$ cat config.mk
export PLATFORM = sky130hd
export DESIGN_NAME = hazard_ctrl
export DESIGN_NICKNAME = d
export VERILOG_FILES = /design/src/rtl/hazard_ctrl.sv
export SDC_FILE = /design/constraint.sdc
export NUM_CORES = 1
export LEC_CHECK = 0
export CORE_UTILIZATION = 59
export DETAILED_ROUTE_END_ITERATION = 10
export PLACE_DENSITY = 0.94
export SYNTH_ARGS = -nofsm -noshare
export SYNTH_HDL_FRONTEND = slang
export SYNTH_SLANG_ARGS = --single-unit
$ cat constraint.sdc
create_clock -name clk -period 10.05 [get_ports clk]
set_input_delay 2.01 -clock clk [delete_from_list [all_inputs] [get_ports clk]]
set_output_delay 2.01 -clock clk [all_outputs]
set_load 0.02 [all_outputs]
$ cat src/rtl/hazard_ctrl.sv
// Hazard controller: tracks in-flight register writers in E/M/W and derives the decode stall and forwarding selects.
// Define HAZARD_W_BYPASS_EN to let the W slot act as a forwarding source (code 3); otherwise the GRF must write-through.
module hazard_ctrl (
    input  logic       clk,
    input  logic       rst_n,
    input  logic [4:0] grf_read_addr0,
    input  logic [4:0] grf_read_addr1,
    input  logic [1:0] grf_read_stage0,
    input  logic [1:0] grf_read_stage1,
    input  logic [4:0] grf_write_addr,
    input  logic [1:0] grf_write_stage,
    input  logic       ext_stall,
    output logic       stall,
    output logic [1:0] fwd_d0,
    output logic [1:0] fwd_d1,
    output logic [1:0] fwd_e0,
    output logic [1:0] fwd_e1,
    output logic [1:0] fwd_m1
);

    localparam logic [1:0] STAGE_DECODE = 2'd0;
    localparam logic [1:0] STAGE_MAX    = 2'd3;

    localparam logic [1:0] FWD_GRF = 2'd0;
    localparam logic [1:0] FWD_W   = 2'd3;

    typedef struct packed {
        logic [4:0] write_addr;
        logic [1:0] write_stage;
        logic [4:0] read_addr0;
        logic [4:0] read_addr1;
        logic [1:0] read_stage0;
        logic [1:0] read_stage1;
    } slot_t;

    typedef struct packed {
        logic       found;
        logic [1:0] pos;
        logic [1:0] write_stage;
    } match_t;

    localparam slot_t BUBBLE = '{
        write_addr:  5'd0,
        write_stage: STAGE_DECODE,
        read_addr0:  5'd0,
        read_addr1:  5'd0,
        read_stage0: STAGE_MAX,
        read_stage1: STAGE_MAX
    };

    slot_t  slot_d;
    slot_t  slot_e;
    slot_t  slot_m;
    slot_t  slot_w;

    match_t match_d0;
    match_t match_d1;
    match_t match_e0;
    match_t match_e1;

    logic   hazard_stall;
    logic   unused_slot_bits;

    // Youngest producer wins: search E (when the consumer is younger than E), then M, then W.
    function automatic match_t find_producer(input logic [4:0] r, input logic search_e,
                                             input slot_t e, input slot_t m, input slot_t w);
        match_t res;
        res = '0;
        if (r != 5'd0) begin
            if (search_e && e.write_addr == r) begin
                res = '{found: 1'b1, pos: 2'd1, write_stage: e.write_stage};
            end else if (m.write_addr == r) begin
                res = '{found: 1'b1, pos: 2'd2, write_stage: m.write_stage};
            end else if (w.write_addr == r) begin
                res = '{found: 1'b1, pos: 2'd3, write_stage: w.write_stage};
            end
        end
        return res;
    endfunction

    function automatic logic operand_stalls(input match_t mt, input logic [1:0] tuse);
        logic [2:0] need_at;
        need_at = {1'b0, mt.pos} + {1'b0, tuse};
        return mt.found && (tuse != STAGE_MAX) && (need_at <= {1'b0, mt.write_stage});
    endfunction

    // A producer that has not yet computed its value falls back to the GRF (the stall covers it).
    function automatic logic [1:0] fwd_code(input match_t mt);
        logic [1:0] code;
        code = FWD_GRF;
        if (mt.found && (mt.pos > mt.write_stage)) begin
            code = mt.pos;
        end
`ifndef HAZARD_W_BYPASS_EN
        if (code == FWD_W) begin
            code = FWD_GRF;
        end
`endif
        return code;
    endfunction

    assign slot_d = '{
        write_addr:  grf_write_addr,
        write_stage: grf_write_stage,
        read_addr0:  grf_read_addr0,
        read_addr1:  grf_read_addr1,
        read_stage0: grf_read_stage0,
        read_stage1: grf_read_stage1
    };

    assign match_d0 = find_producer(grf_read_addr0, 1'b1, slot_e, slot_m, slot_w);
    assign match_d1 = find_producer(grf_read_addr1, 1'b1, slot_e, slot_m, slot_w);
    assign match_e0 = find_producer(slot_e.read_addr0, 1'b0, slot_e, slot_m, slot_w);
    assign match_e1 = find_producer(slot_e.read_addr1, 1'b0, slot_e, slot_m, slot_w);

    assign hazard_stall = operand_stalls(match_d0, grf_read_stage0)
                        | operand_stalls(match_d1, grf_read_stage1);

    // Read-stage fields ride along in E/M/W for pipeline visibility but only the D copy matters here.
    assign unused_slot_bits = ^{slot_e, slot_m, slot_w};

    always_ff @(posedge clk or negedge rst_n) begin
        if (!rst_n) begin
            slot_e <= BUBBLE;
            slot_m <= BUBBLE;
            slot_w <= BUBBLE;
        end else begin
            slot_w <= slot_m;
            slot_m <= slot_e;
            slot_e <= stall ? BUBBLE : slot_d;
        end
    end

    always_comb begin
        stall  = ext_stall;
        fwd_d0 = FWD_GRF;
        fwd_d1 = FWD_GRF;
        fwd_e0 = FWD_GRF;
        fwd_e1 = FWD_GRF;
        fwd_m1 = FWD_GRF;
        if (rst_n) begin
            stall  = ext_stall | hazard_stall;
            fwd_d0 = fwd_code(match_d0);
            fwd_d1 = fwd_code(match_d1);
            fwd_e0 = fwd_code(match_e0);
            fwd_e1 = fwd_code(match_e1);
`ifdef HAZARD_W_BYPASS_EN
            if (slot_m.read_addr1 != 5'd0 && slot_w.write_addr == slot_m.read_addr1) begin
                fwd_m1 = FWD_W;
            end
`endif
        end
    end

endmodule

==> summary.md <==
| Metric | Value |
|---|---|
| Crit. End Element | primary output |
| Reg2reg path depth | 16 |
| Die height | 66.2 um |
| GRT Residual Overflow | 0 |
| Die width | 66.2 um |
| Placed cells | 321 |
| Cts bufs inserted | 5 |
| RR Endpoint | slot_e[5] |
| Seq cells post-synth | 31 |
| Antenna viol nets, final | 0 |
| Final Instance Count excl. Fillers | 329 |
| Setup Buffers After CTS | 0 |
| Global-route wire length before repair | 9.16 mm |
| Number of flops mapped to enable cells by yosys | 0 |
| Startpoint types | primary input |
| Syn. warnings | 0 |
| Initial antenna violation count | 0 |
| Worst skew pair latency | 300 ps |
| Synth cell types | 44 |
| Worst VDD drop | 0.120 mV |
| CTS tree | yes |
| CORE AREA | 3800 sq um |
| Hold Path Stages | 0 |
| Post-synth top flop | dfrtp_1 |
| H-tree levels | 2 |
| Hold worst-path end | slot_m[17] |
| Register area share after synthesis | 31.9% |
| Max frequency | 117 MHz |
| Residual DRC | 0 |
| Share of post-route cells with drive strength above 1 | 11.4% |
| 1st-pass router iterations | 4 |
| Critical path origin | grf_read_addr0[1] |
| Worst hold path class | reg -> reg |
| Fin. Hold Viols | 0 |
| Count of nets after finishing | 320 |
| Worst-path clk slew | 70 ps |
| Max cap viols | 0 |
| Leakage | 1.19 nW |
| Most common library cell in the layout ignoring fill and taps | dfrtp_1 |
| CTS Sinks | 31 |
| WL/cell | 16.3 um |
| RSZ-0062 raised after global routing | no |
| RR Startpoint | slot_m[16] |
| Final wirelength | 5.38 mm |
| Worst hold start | slot_e[17] |
| Power Density | 119 nW/um^2 |
| Gr usage total | 28.6% |
| Post-route clock skew | 8.66 ps |
| Starting DRT DRC Count | 105 |
| Setup TNS | 0 ps |
| Clk buf depth | 2 |
| Vias | 1986 |
| Max-slew headroom | 44.0% |
| Average size of a mapped cell | 9.85 sq um |
| Commonest cells after routing, fill and taps aside | 31 x dfrtp_1, 30 x clkdlybuf4s50_1, 26 x xor2_1, 24 x xnor2_1, 17 x nand2_1 |
| Setup violators final | 0 |
| Largest net degree at the start of global routing | 24 |
| Vias per cell | 6.04 |
| GPL Wtd Cong | 0.895 |
| Mapped Cells | 247 |
| Status | finished clean |
| Tmin final | 8530 ps |
| Port Buf Inserts | 30 |
| Final Max Slew Viols | 0 |
| Antenna cells | 0 |
| CP Data Required Time | 8040 ps |
| Vias in the first global route | 1942 |
| Root Buffer | clkbuf_8 |
| Fraction of registers with async set/reset | 100% |
| Die ar. | 4380 sq um |
| Arr. time, crit path | 6520 ps |
| Layout area overhead | 15.9% |
| Final Cycle Share | 84.8% |
| Worst slew pin tran | 838 ps |
| Post-Syn Area | 2430 sq um |
| Effective utilization at floorplan | 64.0% |
| R2r setup slk | 5920 ps |
| Hold-fix buffers, CTS | 0 |
| Io pins | 35 |
| WS Path Type | in -> out |
| Hpwl dp | 4.15 mm |
| CP Max Fanout | 18 |
| Row cnt | 22 |
| Post-cts gate resize count | 0 |
==> worst max-delay path by stage <==
stage	endpoint	depth (start not counted)
after detailed placement	stall	18
final	stall	18
after CTS	stall	18
after global placement	stall	18
after floorplan	stall	16
after global routing	stall	18
==> layout make-up <==
type,instances,area [sq um]
flip-flops and latches,31,776
clock buffers,5,68.8
repair buffers,33,323
fillers,256,978
clock inverters,3,23.8
inverters,16,60.1
well taps,48,60.1
multi-input cells,193,1510
==> critical path, cell delays in order <==
cell and delay [ps]:
clkdlybuf4s50_1 630, xnor2_1 160, nand3_1 90, nor3_1 690, nor2b_1 160, o21a_1 210, ha_1 170, inv_1 80
fa_1 430, inv_1 70, ha_1 230, nor2b_1 130, o21ai_0 120, and4_1 190, o31a_1 130, buf_4 260
or3_1 150, clkdlybuf4s50_1 600
==> routing by layer <==
layer,GRT usage [%],vias to the layer above,part of all wire [%]
met2,46.8,85,49
met5,0,-,0
li1,-,934,-
met4,13.8,0,2.8
met3,7.41,13,6.7
met1,34.6,954,41
==> synthesized netlist by cell type (all sizes together) (3+ instances only) <==
master	number	area share, %
buf	8	3.3
dfrtp	31	32
and4	3	1.2
and3	4	1.0
nor2	8	1.2
nand2	17	2.6
nand4	4	1.0
nor3	10	2.3
ha	14	7.2
xor2	26	9.4
a21oi	9	1.9
o21ai	8	1.6
xnor2	24	8.6
or3b	4	1.4
nor4b	17	8.7
nor2b	3	0.77
nand3	12	2.7
inv	16	2.5
==> registers in the layout, indices dropped and copies added, names as in the netlist <==
signal  cells
slot_m      7
slot_w      7
slot_e     17
==> stage by stage <==
stage                     util [%]  hold slack [ps]  area (sq um)  power, mW  setup WS [ps]
after floorplan                  -              353          2440      0.207           3200
after global placement        71.8              412          2730      0.231           1730
after detailed placement      71.8              422          2730      0.235           1600
after CTS                     74.2              437          2820      0.338           1570
after global routing          74.2              442          2820      0.356           1330
final                         74.2              439          2820      0.337           1520
==> cells by family (layout without fill, tap and decap cells) <==
| group | count (synthesis) | count (layout) | share of synthesized area, % |
|---|---|---|---|
| flops | 31 | 31 | 31.9 |
| xor+xnor | 50 | 50 | 18.0 |
| compound gates | 30 | 30 | 8.44 |
| fa+ha+maj | 16 | 16 | 8.85 |
| other cells | 1 | 4 | 0.154 |
| buf+inv | 26 | 57 | 6.53 |
| simple gates | 93 | 93 | 26.1 |
==> power breakdown <==
part           switching [mW]  internal (mW)
Combinational          0.0464         0.0433
Sequential             0.0122          0.133
Clock                  0.0530         0.0494
Total                   0.112          0.225
(Power assumes the default switching activity.)
